### src/rtl/rgmii_rx_decoder.sv
// rgmii_rx_decoder: decodes RGMII IDDR samples into an AXI-Stream of frame bytes, with no backpressure.
// Define RGMII_RX_STATS_EN to build the good/bad frame counters; without it both counter ports read 0.
module rgmii_rx_decoder #(
  parameter int MAX_FRAME_BYTES = 1522,
  parameter int MAX_PREAMBLE = 15
) (
  input  logic        clk,
  input  logic        reset,
  input  logic        i_gmii_mode,
  input  logic [4:0]  q1,
  input  logic [4:0]  q2,
  output logic [7:0]  m_rx_axis_tdata,
  output logic        m_rx_axis_tvalid,
  output logic        m_rx_axis_tlast,
  output logic        m_rx_axis_tuser,
  output logic [15:0] o_frame_cnt,
  output logic [15:0] o_err_cnt
);
  localparam int PW = $clog2(MAX_PREAMBLE + 1);
  localparam int BW = $clog2(MAX_FRAME_BYTES + 2);
  typedef enum logic [1:0] {IDLE, PREAMBLE, DATA, DROP} state_t;
  state_t state, state_n;
  logic dv, er, mode, phase, lo_er, d_vld, d_dv, d_stb, d_er, armed;
  logic [3:0] lo;
  logic [7:0] d_byte, hold, hold_n;
  logic have, have_n, err, err_n, beat, last, user;
  logic [PW-1:0] pre_cnt, pre_cnt_n;
  logic [BW-1:0] byte_cnt, byte_cnt_n;
  assign dv = q1[4];
  assign er = q1[4] ^ q2[4];
  // d_stb marks a complete byte; in 10/100 mode an error on either nibble taints the byte
  always_ff @(posedge clk) begin
    if (reset) begin
      mode <= 1'b0;
      phase <= 1'b0;
      lo <= '0;
      lo_er <= 1'b0;
      d_vld <= 1'b0;
      d_dv <= 1'b0;
      d_stb <= 1'b0;
      d_er <= 1'b0;
      d_byte <= '0;
      armed <= 1'b0;
    end else begin
      if (state == IDLE && !dv) mode <= i_gmii_mode;
      d_vld <= 1'b1;
      d_dv <= dv;
      armed <= armed | (d_vld & ~d_dv);
      if (mode) begin
        d_stb <= dv;
        d_er <= er;
        d_byte <= {q2[3:0], q1[3:0]};
        phase <= 1'b0;
      end else if (dv && (!d_dv || !phase)) begin
        lo <= q1[3:0];
        lo_er <= er;
        phase <= 1'b1;
        d_stb <= 1'b0;
        d_er <= er;
      end else begin
        d_stb <= dv;
        d_er <= er | (lo_er & dv);
        d_byte <= {q1[3:0], lo};
        phase <= 1'b0;
      end
    end
  end
  always_comb begin
    state_n = state;
    hold_n = hold;
    have_n = have;
    err_n = err;
    pre_cnt_n = pre_cnt;
    byte_cnt_n = byte_cnt;
    beat = 1'b0;
    last = 1'b0;
    user = 1'b0;
    case (state)
      IDLE: if (armed && d_dv && d_stb) begin
        state_n = (!d_er && d_byte == 8'h55) ? PREAMBLE : DROP;
        pre_cnt_n = PW'(1);
      end
      PREAMBLE: if (!d_dv) state_n = IDLE;
        else if (d_stb) begin
          if (!d_er && d_byte == 8'hD5) begin
            state_n = DATA;
            have_n = 1'b0;
            err_n = 1'b0;
            byte_cnt_n = '0;
          end else if (!d_er && d_byte == 8'h55 && pre_cnt != PW'(MAX_PREAMBLE)) pre_cnt_n = pre_cnt + 1'b1;
          else state_n = DROP;
        end
      DATA: if (!d_dv) begin
          state_n = IDLE;
          beat = have;
          last = have;
          user = err;
        end else if (d_stb) begin
          err_n = err | d_er;
          byte_cnt_n = byte_cnt + 1'b1;
          hold_n = d_byte;
          have_n = 1'b1;
          beat = have || byte_cnt == BW'(MAX_FRAME_BYTES);
          last = byte_cnt == BW'(MAX_FRAME_BYTES);
          user = last;
          state_n = last ? DROP : DATA;
        end
      default: if (!d_dv) state_n = IDLE;
    endcase
  end
  always_ff @(posedge clk) begin
    if (reset) begin
      state <= IDLE;
      hold <= '0;
      have <= 1'b0;
      err <= 1'b0;
      pre_cnt <= '0;
      byte_cnt <= '0;
      m_rx_axis_tdata <= '0;
      m_rx_axis_tvalid <= 1'b0;
      m_rx_axis_tlast <= 1'b0;
      m_rx_axis_tuser <= 1'b0;
    end else begin
      state <= state_n;
      hold <= hold_n;
      have <= have_n;
      err <= err_n;
      pre_cnt <= pre_cnt_n;
      byte_cnt <= byte_cnt_n;
      m_rx_axis_tdata <= beat ? hold : 8'h00;
      m_rx_axis_tvalid <= beat;
      m_rx_axis_tlast <= beat & last;
      m_rx_axis_tuser <= beat & last & user;
    end
  end
`ifdef RGMII_RX_STATS_EN
  logic good_inc, bad_inc;
  // bad frames: a dropped start, an SFD with no payload, or an errored/truncated last beat
  assign good_inc = beat & last & ~user;
  assign bad_inc = ((state == IDLE || state == PREAMBLE) && state_n == DROP) ||
                   (state == DATA && !d_dv && !have) || (beat & last & user);
  always_ff @(posedge clk) begin
    if (reset) begin
      o_frame_cnt <= '0;
      o_err_cnt <= '0;
    end else begin
      if (good_inc && o_frame_cnt != 16'hFFFF) o_frame_cnt <= o_frame_cnt + 1'b1;
      if (bad_inc && o_err_cnt != 16'hFFFF) o_err_cnt <= o_err_cnt + 1'b1;
    end
  end
`else
  assign o_frame_cnt = '0;
  assign o_err_cnt = '0;
`endif
endmodule

### config.mk
export PLATFORM = sky130hd
export DESIGN_NAME = rgmii_rx_decoder
export DESIGN_NICKNAME = d
export VERILOG_FILES = /design/src/rtl/rgmii_rx_decoder.sv
export SDC_FILE = /design/constraint.sdc
export NUM_CORES = 1
export LEC_CHECK = 0
export BUFFER_PORTS_ARGS = -buffer_cell sky130_fd_sc_hd__buf_2
export CAP_MARGIN = 20
export CORE_AREA = 2 2 116 118
export CTS_CLUSTER_DIAMETER = 150
export DETAILED_ROUTE_END_ITERATION = 10
export DIE_AREA = 0 0 118 120
export PLACE_DENSITY = 0.43
export SETUP_SLACK_MARGIN = 0.2
export SLEW_MARGIN = 20
export SYNTH_ARGS = -nofsm -noshare
export SYNTH_HDL_FRONTEND = slang
export SYNTH_SLANG_ARGS = --single-unit
### constraint.sdc
create_clock -name clk -period 2.1 [get_ports clk]
set_input_delay 0.21 -clock clk [delete_from_list [all_inputs] [get_ports clk]]
set_output_delay 0.21 -clock clk [all_outputs]
set_load 0.05 [all_outputs]
==> results of run 1 <==
==> kinds of logic after synthesis <==
kind of cell | after synthesis | synth area share, %
simple gates | 111 | 22.07
compound gates | 63 | 15.74
buf+inv | 62 | 12.95
flops | 58 | 39.91
mux | 18 | 6.193
fa+ha+maj | 7 | 3.011
other cells | 1 | 0.1289
==> worst max-delay path by stage <==
stage                   end  depth (start not counted)
2_1_floorplan    pre_cnt[0]                          7
3_3_place_gp    byte_cnt[6]                          5
3_5_place_dp    byte_cnt[6]                          5
4_1_cts         byte_cnt[6]                          5
5_1_grt        byte_cnt[10]                          4
6_report        byte_cnt[6]                          5
==> per-layer routing <==
layer / GRT usage [%] / share of wire, %
met3: 1.901 / 3.5
met1: 12.59 / 50
met5: 0 / 0
met4: 4.066 / 1.4
met2: 14.14 / 45
==> state kept, by name (all words and copies together) (netlist names) <==
| signal | flops |
|---|---|
| lo_er | 1 |
| phase | 1 |
| m_rx_axis_tlast | 1 |
| d_byte | 8 |
| pre_cnt | 4 |
| byte_cnt | 11 |
| lo | 4 |
| m_rx_axis_tuser | 1 |
| mode | 1 |
| state | 2 |
| m_rx_axis_tvalid | 1 |
| d_vld | 1 |
| d_dv | 1 |
| hold | 8 |
| armed | 1 |
| have | 1 |
| m_rx_axis_tdata | 8 |
| err | 1 |
| d_er | 1 |
| d_stb | 1 |
==> power breakdown <==
group / switching (mW) / total (mW) / internal (mW)
Combinational: 0.445 / 0.684 / 0.239
Sequential: 0.0565 / 1.22 / 1.16
Clock: 0.518 / 1.47 / 0.949
Total: 1.02 / 3.37 / 2.35
==> worst reg2reg max path, stage by stage (launching register included) <==
cell,delay [ns]
dfxtp_1,0.41
ha_2,0.23
nand3_1,0.11
or2_2,0.36
or4_4,0.52
a21oi_1,0.14
==> cell type report <==
class                      instances  area [um2]  area share [%]
clock inverter                     6       66.31           1.913
clock buffer                      10       239.0           6.895
inverter                          11       41.29           1.191
multi-input combinational        232        1544           44.55
timing repair buffer              33       190.2           5.487
tap                              176       220.2           6.354
sequential                        58        1165           33.61
==> metrics by stage <==
step	power, mW	util (%)	setup WS [ns]
2_1_floorplan	1.770	-	0.2654
3_3_place_gp	1.825	23.89	0.1277
3_5_place_dp	1.836	23.89	0.06636
4_1_cts	3.322	26.28	0.2145
5_1_grt	3.532	26.70	0.1814
6_report	3.369	26.70	0.2652
==> synthesized netlist by cell type, types with 2 or more instances <==
cell       number  area share [%]
and4bb_1        2            0.86
o41ai_1         3            0.90
buf_6           2            0.77
and3_1          2            0.43
o31ai_1         5             1.3
inv_1          11             1.4
nor3b_1         2            0.52
clkbuf_1       14             1.8
or4b_1          2            0.69
o21ai_0         4            0.69
nor3_1          2            0.34
a211oi_1       11             2.8
and2_1         13             2.8
mux2i_1        18             6.2
and4_1          3            0.90
dfxtp_1        58              40
o2111ai_1       2            0.60
nand2b_1        5             1.1
and3b_1         4             1.2
or4b_2          2            0.69
o32ai_1         3            0.90
nand4_1         7             1.5
nand3_1         9             1.5
buf_4          34             8.8
nor2b_1         7             1.5
o311ai_0        2            0.60
a21oi_1        18             3.1
o21a_1          3            0.77
ha_1            7             3.0
nor2_1         24             3.1
nand2_1        16             2.1
or4_1           5             1.3
==> what timing repair did <==
item,4_1_cts,5_1_grt
pin swaps,0,1
buffers inserted,0,0
gates resized for setup,2,14
setup endpoints to repair,17,17
cloned,0,1
hold endpoints to repair,0,0
==> results.cfg, run 1 <==
[clock_tree]
cts_tree = done
numClockSinks = 58
cts.path.max_buffers = 2
clkLatencyLatePin_ns = 0.32
cts_made_buffers = 9
clkSlewWorstSetupHoldPaths_ns = 0.05
root_buffer = clkbuf_16
h-tree-depth = 3
cts_hold_buffers = 0

[floorplanning]
std_cell_rows = 42
die_area_um2 = 14160
die_h_um = 120
core_area_um2 = 12980
fp.dieW_um = 118
start_util_pct = 22.41
num_io_pins = 56

[grt]
antenna_found_initial = 0
track_usage_pct = 9.256
grt_pass1_vias = 2116
overflow = 0
grt_pass1_wl_mm = 10.56
grt_max_degree = 23

[layout]
final_cell_mix = 55 x dfxtp_1, 32 x conb_1, 24 x nor2_1
syn_to_final_growth_pct = 19.14
final_cells = 526
n_fill_cell = 1420
layout_commonest_cell = dfxtp_1
drive_gt1_share_pct = 19.43
fin_area_um2 = 3466
nets = 365
antenna_cells = 0

[worst_hold_path]
hold_path_end = lo_er
hold_class = in -> reg
hold_start = q2[4]
hold_depth = 2

[critical_path]
crit_path_start = byte_cnt[0]
r2r-end = byte_cnt[6]
cp-end-kind = flip-flop
cpLargestDelayFamily = simple AND/OR/NAND/NOR gates
max_stage_delay_ns = 0.52
path_buf_inv = 0
r2r_setup_slack_ns = 0.27
cp-start-kind = flip-flop
rr_worst_depth = 5
crit_arrival_ns = 2.09
critPathKind = reg -> reg
crit_path_top_delay_cell = or4_4
crit_path_max_fanout = 7
crit_required_ns = 2.36
path_cells = ha_2 -> nand3_1 -> or2_2 -> or4_4 -> a21oi_1
r2r-start = byte_cnt[0]

[synthesis]
synth_seq_cells = 58
syn_avg_cell_area_um2 = 9.091
synthFlopType = dfxtp_1
yosys_warnings = 0
ys_seq_area_share_pct = 39.91
synth_edf_count = 0
async_flop_share_pct = 0
synth_cell_types = 52
synthCells = 320
synthesis.area_um2 = 2909

[placed_design]
placed_cells = 509
port_buffers = 23
gp_congestion = 0.7774
dpl_cell_area_um2 = 3100
dpl.hpwl_mm = 4.560

[detailed_routing]
drc = 0
drt_iter0_markers = 160
ant_nets = 0
vias_per_cell = 4.297
drt-total-wl_mm = 6.583
dr.pass1.iters = 4
vias = 2260
detail_route.wl_per_cell_um = 12.52

[sta]
clock.fmax_mhz = 545.0
fin_crit_sh_pct = 87.37
relSlewSlack_pct = 58.71
worst_hold_slack_ns = 0.1107
rsz0062_at_grt = yes
finalHoldViolations = 0
slew_viol_final = 0
setup_viol = 0
setup_tns_ns = 0
finClkSkew_ns = 0.005388
worst_pin_slew_ns = 0.6179
min_period_ns = 1.835

[run]
maxCapViolations = 0

[pwr]
powerDensity_nw_per_um2 = 971.9
vdd_drop_max_mv = 0.3326
p_leak_nw = 1.374

[outcome]
status = finished clean
(Power assumes the default switching activity.)
==> run 2, diff against run 1 <==
--- a/config.mk
+++ b/config.mk
@@ -5,13 +5,13 @@
 export SDC_FILE = /design/constraint.sdc
 export NUM_CORES = 1
 export LEC_CHECK = 0
-export BUFFER_PORTS_ARGS = -buffer_cell sky130_fd_sc_hd__buf_2
 export CAP_MARGIN = 20
 export CORE_AREA = 2 2 116 118
 export CTS_CLUSTER_DIAMETER = 150
 export DETAILED_ROUTE_END_ITERATION = 10
 export DIE_AREA = 0 0 118 120
-export PLACE_DENSITY = 0.43
+export DONT_BUFFER_PORTS = 1
+export PLACE_DENSITY = 0.4
 export SETUP_SLACK_MARGIN = 0.2
 export SLEW_MARGIN = 20
 export SYNTH_ARGS = -nofsm -noshare
==> constraint.sdc (replaced) <==
create_clock -name clk -period 2.1 [get_ports clk]
set_input_delay 0.105 -clock clk [delete_from_list [all_inputs] [get_ports clk]]
set_output_delay 0.105 -clock clk [all_outputs]
set_load 0.05 [all_outputs]
==> run 2 against run 1 <==
  * Worst setup slack improved by 0.028 ns
  * Maximum frequency up 1.5%
  * Largest power group unchanged
  * Clock-buffer cell count rose by 1
  * Critical path depth is 1 lower
  * Global-route usage up 0.37 points
  * Core utilization decreased by 0.43 points
  * Routed wire length increased by 2.2%
  * Via count shrank 4.9%
  * Combinational power hardly changed
  * Die area is the same
  * Largest cell class unchanged
  * Non-clock buffer count is 17 lower
==> results.cfg, run 2 (synthesized netlist as in run 1, its figures left out) <==
[layout]
nets = 348
layout_commonest_cell = dfxtp_1
largest_reg_flops = 11
final_util_pct = 26.27
seq_area_um2 = 1170
drive_gt1_share_pct = 13.25
antenna_cells = 0
top_register = byte_cnt
multi_input_area_um2 = 1548
n_fill_cell = 1414
final_cell_mix = 53 x dfxtp_1, 32 x conb_1, 24 x nor2_1
final_cells = 508
syn_to_final_growth_pct = 17.20

[detailed_routing]
wl_met2_mm = 2.868
drt_iter0_markers = 165
drc = 0
met1_length_mm = 3.438
vias = 2150
route.met3.wl_um = 357
ant_nets = 0
detail_route.wl_per_cell_um = 13.25
vias_per_cell = 4.232
top_layer = met4
dr.pass1.iters = 4
drt-total-wl_mm = 6.730

[floorplanning]
start_util_pct = 22.41
num_io_pins = 56
core_area_um2 = 12980
std_cell_rows = 42
die_area_um2 = 14160
fp.dieW_um = 118
die_h_um = 120

[sta]
worst_pin_slew_ns = 0.6269
finalHoldViolations = 0
rsz0062_at_grt = yes
setup_tns_ns = 0
fin_crit_sh_pct = 86.06
setup_viol = 0
slew_viol_final = 0
clock.fmax_mhz = 553.3
finClkSkew_ns = 0.006518
fin_ws_ns = 0.2927
relSlewSlack_pct = 58.10
min_period_ns = 1.807
worst_hold_slack_ns = 0.01042

[critical_path]
r2r-end = byte_cnt[6]
crit_path_max_fanout = 11
r2r_setup_slack_ns = 0.29
crit_path_start = d_byte[5]
rr_worst_depth = 4
crit_arrival_ns = 2.06
r2r-start = d_byte[5]
cp-end-kind = flip-flop
crit_required_ns = 2.36
cp-start-kind = flip-flop
crit_path_end = byte_cnt[6]
critPathKind = reg -> reg

[pwr]
p_leak_nw = 1.283
powerDensity_nw_per_um2 = 957.2
vdd_drop_max_mv = 0.3865

[clock_tree]
cts_tree = done
cts_made_buffers = 9
cts_setup_buffers = 0
numClockSinks = 58
cts.path.max_buffers = 2
root_buffer = clkbuf_16
clkLatencyLatePin_ns = 0.32
clkSlewWorstSetupHoldPaths_ns = 0.05
h-tree-depth = 3

[grt]
track_usage_pct = 9.626
grt_max_degree = 37
antenna_found_initial = 0
grt_pass1_wl_mm = 10.70
overflow = 0
grt_pass1_vias = 1984

[run]
maxCapViolations = 0

[placed_design]
gp_congestion = 0.7063
placed_cells = 484
port_buffers = 0
dpl.hpwl_mm = 4.420
pre_cts_ws_ns = 0.1363

[worst_hold_path]
hold_class = in -> reg
hold_depth = 3

[outcome]
status = finished clean
==> run 2: worst max-delay path: stages (launching register included) <==
cell and delay (ns):
dfxtp_1 0.32, and4bb_4 0.44, a41oi_4 0.24, or4_1 0.59, a21oi_1 0.15
==> run 2: per-stage QoR <==
stage	cell area, um2	total power, mW
2_1_floorplan	3025	1.770
3_3_place_gp	2970	1.807
3_5_place_dp	2970	1.810
4_1_cts	3364	3.257
5_1_grt	3410	3.422
6_report	3410	3.264
==> run 2: how the worst min path moves through the flow <==
stage	slack [ns]	endpoint	startpoint
floorplan	0.19	d_dv	reset
global placement	0.18	byte_cnt[1]	reset
detailed placement	0.18	byte_cnt[0]	reset
CTS	0.001	pre_cnt[2]	reset
global route	0.01	pre_cnt[2]	reset
finish	0.01	pre_cnt[2]	reset
==> run 2: layer usage <==
| layer | up-vias | global-route usage [%] |
|---|---|---|
| met5 | - | 0 |
| met4 | 0 | 2.711 |
| met3 | 7 | 3.375 |
| met2 | 48 | 14.24 |
| met1 | 994 | 13.19 |
| li1 | 1101 | - |
==> run 2: where the power goes <==
group / internal, mW / total [mW] / leakage, nW / switching [mW]
Sequential: 1.16 / 1.22 / 0.474 / 0.0536
Clock: 0.852 / 1.36 / 0.130 / 0.507
Combinational: 0.248 / 0.687 / 0.679 / 0.440
==> run 2: timing repair <==
action | in CTS | in global routing
hold buffers | 8 | 0
setup endpoints to repair | 11 | 17
cloned | 1 | 0
pin swaps | 1 | 1
hold endpoints to repair | 36 | 0
resized for setup | 5 | 15
==> run 2: final cells by class <==
type                       count  area share (%)
tap                          176           6.459
inverter                      11           1.211
timing repair buffer          16           4.404
clock buffer                  11           7.413
sequential                    58           34.31
clock inverter                 4          0.8073
multi-input combinational    232           45.39
